`config.mk`:
```
export PLATFORM = sky130hd
export DESIGN_NAME = tanh_grad
export DESIGN_NICKNAME = d
export VERILOG_FILES = /design/src/rtl/tanh_grad.sv
export SDC_FILE = /design/constraint.sdc
export NUM_CORES = 2
export LEC_CHECK = 0
export ABC_AREA = 1
export CAP_MARGIN = 25
export CORE_ASPECT_RATIO = 0.6
export CORE_UTILIZATION = 50
export DETAILED_ROUTE_END_ITERATION = 8
export HOLD_SLACK_MARGIN = 0.08
export PLACE_DENSITY = 0.64
export SKIP_LAST_GASP = 1
export SYNTH_ARGS = -nofsm -noshare
export SYNTH_HDL_FRONTEND = slang
export SYNTH_SLANG_ARGS = --single-unit
```
`constraint.sdc`:
```
create_clock -name clk -period 12.4 [get_ports clk]
set_input_delay 2.48 -clock clk [delete_from_list [all_inputs] [get_ports clk]]
set_output_delay 2.48 -clock clk [all_outputs]
set_load 0.01 [all_outputs]
```
`src/rtl/tanh_grad.sv`:
```
// Local gradient of a tanh activation in Q(WIDTH-FL).FL: d = g * (1 - y^2).
// Three-stage stall-together pipeline with valid/ready handshakes on both sides.
module tanh_grad #(
  parameter int WIDTH = 32,
  parameter int FL    = 24
) (
  input  logic                    clk,
  input  logic                    rst,
  input  logic                    in_valid,
  output logic                    in_ready,
  input  logic signed [WIDTH-1:0] y_in,
  input  logic signed [WIDTH-1:0] g_in,
  output logic                    out_valid,
  input  logic                    out_ready,
  output logic signed [WIDTH-1:0] d_out,
  output logic                    clamp_out
);

  localparam logic signed [WIDTH-1:0] ONE     = {{(WIDTH-FL-1){1'b0}}, 1'b1, {FL{1'b0}}};
  localparam logic signed [WIDTH-1:0] NEG_ONE = -ONE;

  function automatic logic signed [WIDTH-1:0] clamp_unit(input logic signed [WIDTH-1:0] v);
    if (v > ONE)          return ONE;
    else if (v < NEG_ONE) return NEG_ONE;
    else                  return v;
  endfunction

  function automatic logic out_of_range(input logic signed [WIDTH-1:0] v);
    return (v > ONE) || (v < NEG_ONE);
  endfunction

  // Full-precision product, arithmetic shift by FL (truncation toward -inf).
  // Callers guarantee one operand magnitude <= ONE, so the result fits WIDTH.
  function automatic logic signed [WIDTH-1:0] mul_trunc(input logic signed [WIDTH-1:0] a,
                                                        input logic signed [WIDTH-1:0] b);
    logic signed [2*WIDTH-1:0] ax;
    logic signed [2*WIDTH-1:0] bx;
    logic signed [2*WIDTH-1:0] p;
    ax = {{WIDTH{a[WIDTH-1]}}, a};
    bx = {{WIDTH{b[WIDTH-1]}}, b};
    p  = ax * bx;
    return p[FL +: WIDTH];
  endfunction

  logic                    en;
  logic signed [WIDTH-1:0] yc_p0;
  logic signed [WIDTH-1:0] g_p0;
  logic                    c_p0;
  logic                    vld_p0;
  logic signed [WIDTH-1:0] s_p1;
  logic signed [WIDTH-1:0] g_p1;
  logic                    c_p1;
  logic                    vld_p1;

  assign en       = !out_valid || out_ready;
  assign in_ready = en;

  always_ff @(posedge clk) begin
    if (rst) begin
      vld_p0    <= 1'b0;
      vld_p1    <= 1'b0;
      out_valid <= 1'b0;
    end else if (en) begin
      vld_p0    <= in_valid;
      vld_p1    <= vld_p0;
      out_valid <= vld_p1;
    end
  end

  // Stage 0: clamp y into [-ONE, +ONE], capture g
  always_ff @(posedge clk) begin
    if (en) begin
      yc_p0 <= clamp_unit(y_in);
      g_p0  <= g_in;
      c_p0  <= out_of_range(y_in);
    end
  end

  // Stage 1: s = ONE - y^2, always within [0, ONE]
  always_ff @(posedge clk) begin
    if (en) begin
      s_p1 <= ONE - mul_trunc(yc_p0, yc_p0);
      g_p1 <= g_p0;
      c_p1 <= c_p0;
    end
  end

  // Stage 2: d = g * s; outputs are cleared by reset so nothing stale is visible
  always_ff @(posedge clk) begin
    if (rst) begin
      d_out     <= '0;
      clamp_out <= 1'b0;
    end else if (en) begin
      d_out     <= mul_trunc(g_p1, s_p1);
      clamp_out <= c_p1;
    end
  end

endmodule

```
==> flow_metrics.env <==
export IMPL_status="finished clean"
export IMPL_fmax_ghz=0.106
export IMPL_cp_max_fo=33
export IMPL_yosysSeqAreaShare_pct=6.38
export IMPL_cap_violations=0
export IMPL_final_nets=11000
export IMPL_critPathLaunchType="flip-flop"
export IMPL_avgRoutedWirePerCell_microns=20.5
export IMPL_io_buffers=102
export IMPL_tns_ns=0
export IMPL_grt_pass1_vias=58100
export IMPL_synth_edf_count=130
export IMPL_coreArea_sq_mm=0.143
export IMPL_worst_setup_path_end_kind="flip-flop"
export IMPL_first_pass_iters=6
export IMPL_vias_per_cell=5.11
export IMPL_netlist_instances=8782
export IMPL_skew_ns=0.0420
export IMPL_drc=0
export IMPL_antenna_found_initial=5
export IMPL_hp_class="flip-flop to flip-flop"
export IMPL_ys_flop_type="edfxtp_1"
export IMPL_min_period_ns=9.39
export IMPL_place_hpwl_microns=183000
export IMPL_synth_nets=11100
export IMPL_routabilityCongestion=1.01
export IMPL_grt_pass1_wl_microns=345000
export IMPL_fill_cells=13300
export IMPL_cts_made_buffers=17
export IMPL_path_class="flip-flop to flip-flop"
export IMPL_layout_commonest_cell="inv_1"
export IMPL_dieWidth_microns=494
export IMPL_grt_usage_pct=31.4
export IMPL_grt_overflow=0
export IMPL_maxSlewViolCount=0
export IMPL_worstPathArrival_ns=9.71
export IMPL_die_h_microns=297
export IMPL_setup_viol=0
export IMPL_ant_nets=0
export IMPL_post_cts_setup_buffers=0
export IMPL_synth_distinct_cells=49
export IMPL_drtIter0Drc=4921
export IMPL_vias=54300
export IMPL_clock_latency_ns=0.57
export IMPL_tightest_slew_ns=1.01
export IMPL_clock_root_buffer="clkbuf_16"
export IMPL_avgSynthCellArea_sq_um=8.26
export IMPL_hold_viol=0
export IMPL_rsz0062_at_grt="no"
export IMPL_cp_required_ns=12.72
export IMPL_clk_pin_slew_worst_paths_ns=0.12
export IMPL_tritoncts="yes"
export IMPL_fin_crit_sh_pct=75.7
export IMPL_drt_wl_total_microns=217000
export IMPL_io_pin_count=103
export IMPL_synth_area_sq_mm=0.0725
export IMPL_synth_warnings=0
export IMPL_grt_start_max_net_pins=76
export IMPL_async_flop_share_pct=0
export IMPL_htreeDepth=4
export IMPL_clock_sinks=166
export IMPL_area_growth_pct=5.16
export IMPL_final_cell_mix="inv_1 (2946), nand2_1 (2160), fa_1 (1892)"
export IMPL_cts_resized=0
export IMPL_hold_buffers=0
export IMPL_initial_core_util_pct=50.8
export IMPL_die_area_sq_mm=0.147
export IMPL_slew_headroom_pct=32.6
export IMPL_rows=107
export IMPL_cts_buffer_depth=2
export IMPL_layout_drive_gt1_share_pct=2.90
export IMPL_ys_seq_elements=166
metal layers:
metal	wire length [microns]	part of all wire [%]	global-route usage (%)
met1	105000	48	51.0
met2	79800	37	39.8
met3	30400	14	11.9
met4	1720	0.79	3.34
met5	27	0.012	0
flip-flops by register name, summed over array words and instances (netlist names):
signal,cells
clamp_out,1
g_p1,32
c_p0,1
vld_p1,1
s_p1,32
yc_p0,32
vld_p0,1
g_p0,32
out_valid,1
c_p1,1
d_out,32
final timing paths:
| check | slack, ns | to | cells after the start | from |
|---|---|---|---|---|
| max | 3.01 | s_p1[28]$_DFFE_PP_ | 27 | yc_p0[5]$_SDFFCE_PP0P_ |
| min | 0.39 | g_p1[19]$_DFFE_PP_ | 0 | g_p0[19]$_DFFE_PP_ |
| max reg2reg | 3.01 | s_p1[28]$_DFFE_PP_ | 27 | yc_p0[5]$_SDFFCE_PP0P_ |
| min reg2reg | 0.39 | g_p1[19]$_DFFE_PP_ | 0 | g_p0[19]$_DFFE_PP_ |
critical path, cell delays in order, from the launching register on:
cell and delay (ns):
edfxtp_1 0.33, buf_4 0.45, nand2_1 0.23, inv_1 0.14, fa_1 0.52, fa_1 0.74, fa_1 0.52, fa_1 0.96
inv_1 0.32, fa_1 0.55, inv_1 0.05, fa_1 0.55, fa_1 0.45, fa_1 0.47, ha_1 0.48, nand2_1 0.20
nor2_1 0.28, nand2_1 0.19, nor2_1 0.22, nand3_1 0.24, nand4_1 0.14, nand2_1 0.16, nor2_1 0.37, nand2_1 0.11
nor2_1 0.10, nand3_1 0.17, nand3b_1 0.13, nand2_1 0.06
kinds of logic (layout without fill, tap and decap cells):
group                    count (synthesis)  after routing  synth area share [%]
XOR/XNOR                                94             94                  1.15
AO/OA/AOI/OAI                          275            275                  2.16
other                                    0              2                     0
adder cells (fa/ha/maj)               2245           2245                  58.3
buffers and inverters                 3271           3200                  16.9
flip-flops                             166            166                  6.38
AND/OR/NAND/NOR                       2731           2731                  15.0
through the flow:
| stage | hold slack (ns) | utilization (%) | setup WS (ns) | area, sq um | instances |
|---|---|---|---|---|---|
| 6_report | 0.388 | 53.4 | 3.01 | 76200 | 10600 |
| 5_1_grt | 0.397 | 53.4 | 2.53 | 76200 | 10600 |
| 4_1_cts | 0.395 | 53.3 | 3.13 | 76200 | 10600 |
| 3_5_place_dp | 0.405 | 52.9 | 3.15 | 75500 | 10600 |
| 3_3_place_gp | 0.402 | 52.9 | 3.20 | 75500 | 10600 |
| 2_1_floorplan | 0.400 | - | 3.24 | 72500 | 8782 |
synthesized netlist by cell type, drive strengths merged, types with 33 or more instances:
| library cell | count | area [sq um] |
|---|---|---|
| a21oi | 119 | 596 |
| clkbuf | 292 | 1100 |
| dfxtp | 36 | 721 |
| edfxtp | 130 | 3900 |
| fa | 1892 | 37900 |
| ha | 353 | 4420 |
| inv | 2955 | 11100 |
| nand2 | 2187 | 8280 |
| nand3 | 135 | 701 |
| nand4 | 39 | 244 |
| nor2 | 286 | 1150 |
| o21ai | 86 | 430 |
| or2 | 33 | 206 |
| xnor2 | 41 | 367 |
| xor2 | 53 | 464 |
cell type report:
| type | instances | area [sq um] | share of cell area [%] |
|---|---|---|---|
| Antenna cell | 2 | 5.00 | 0.00656 |
| Clock buffer | 17 | 425 | 0.558 |
| Clock inverter | 15 | 211 | 0.277 |
| Inverter | 2960 | 11100 | 14.6 |
| Multi-Input combinational cell | 5345 | 55600 | 72.9 |
| Sequential cell | 166 | 4620 | 6.07 |
| Tap cell | 1907 | 2390 | 3.13 |
| Timing Repair Buffer | 208 | 1870 | 2.46 |
Power is left out: the tool's default activity adds up to more than one toggle a clock period on the data nets, which glitch-free logic cannot reach.
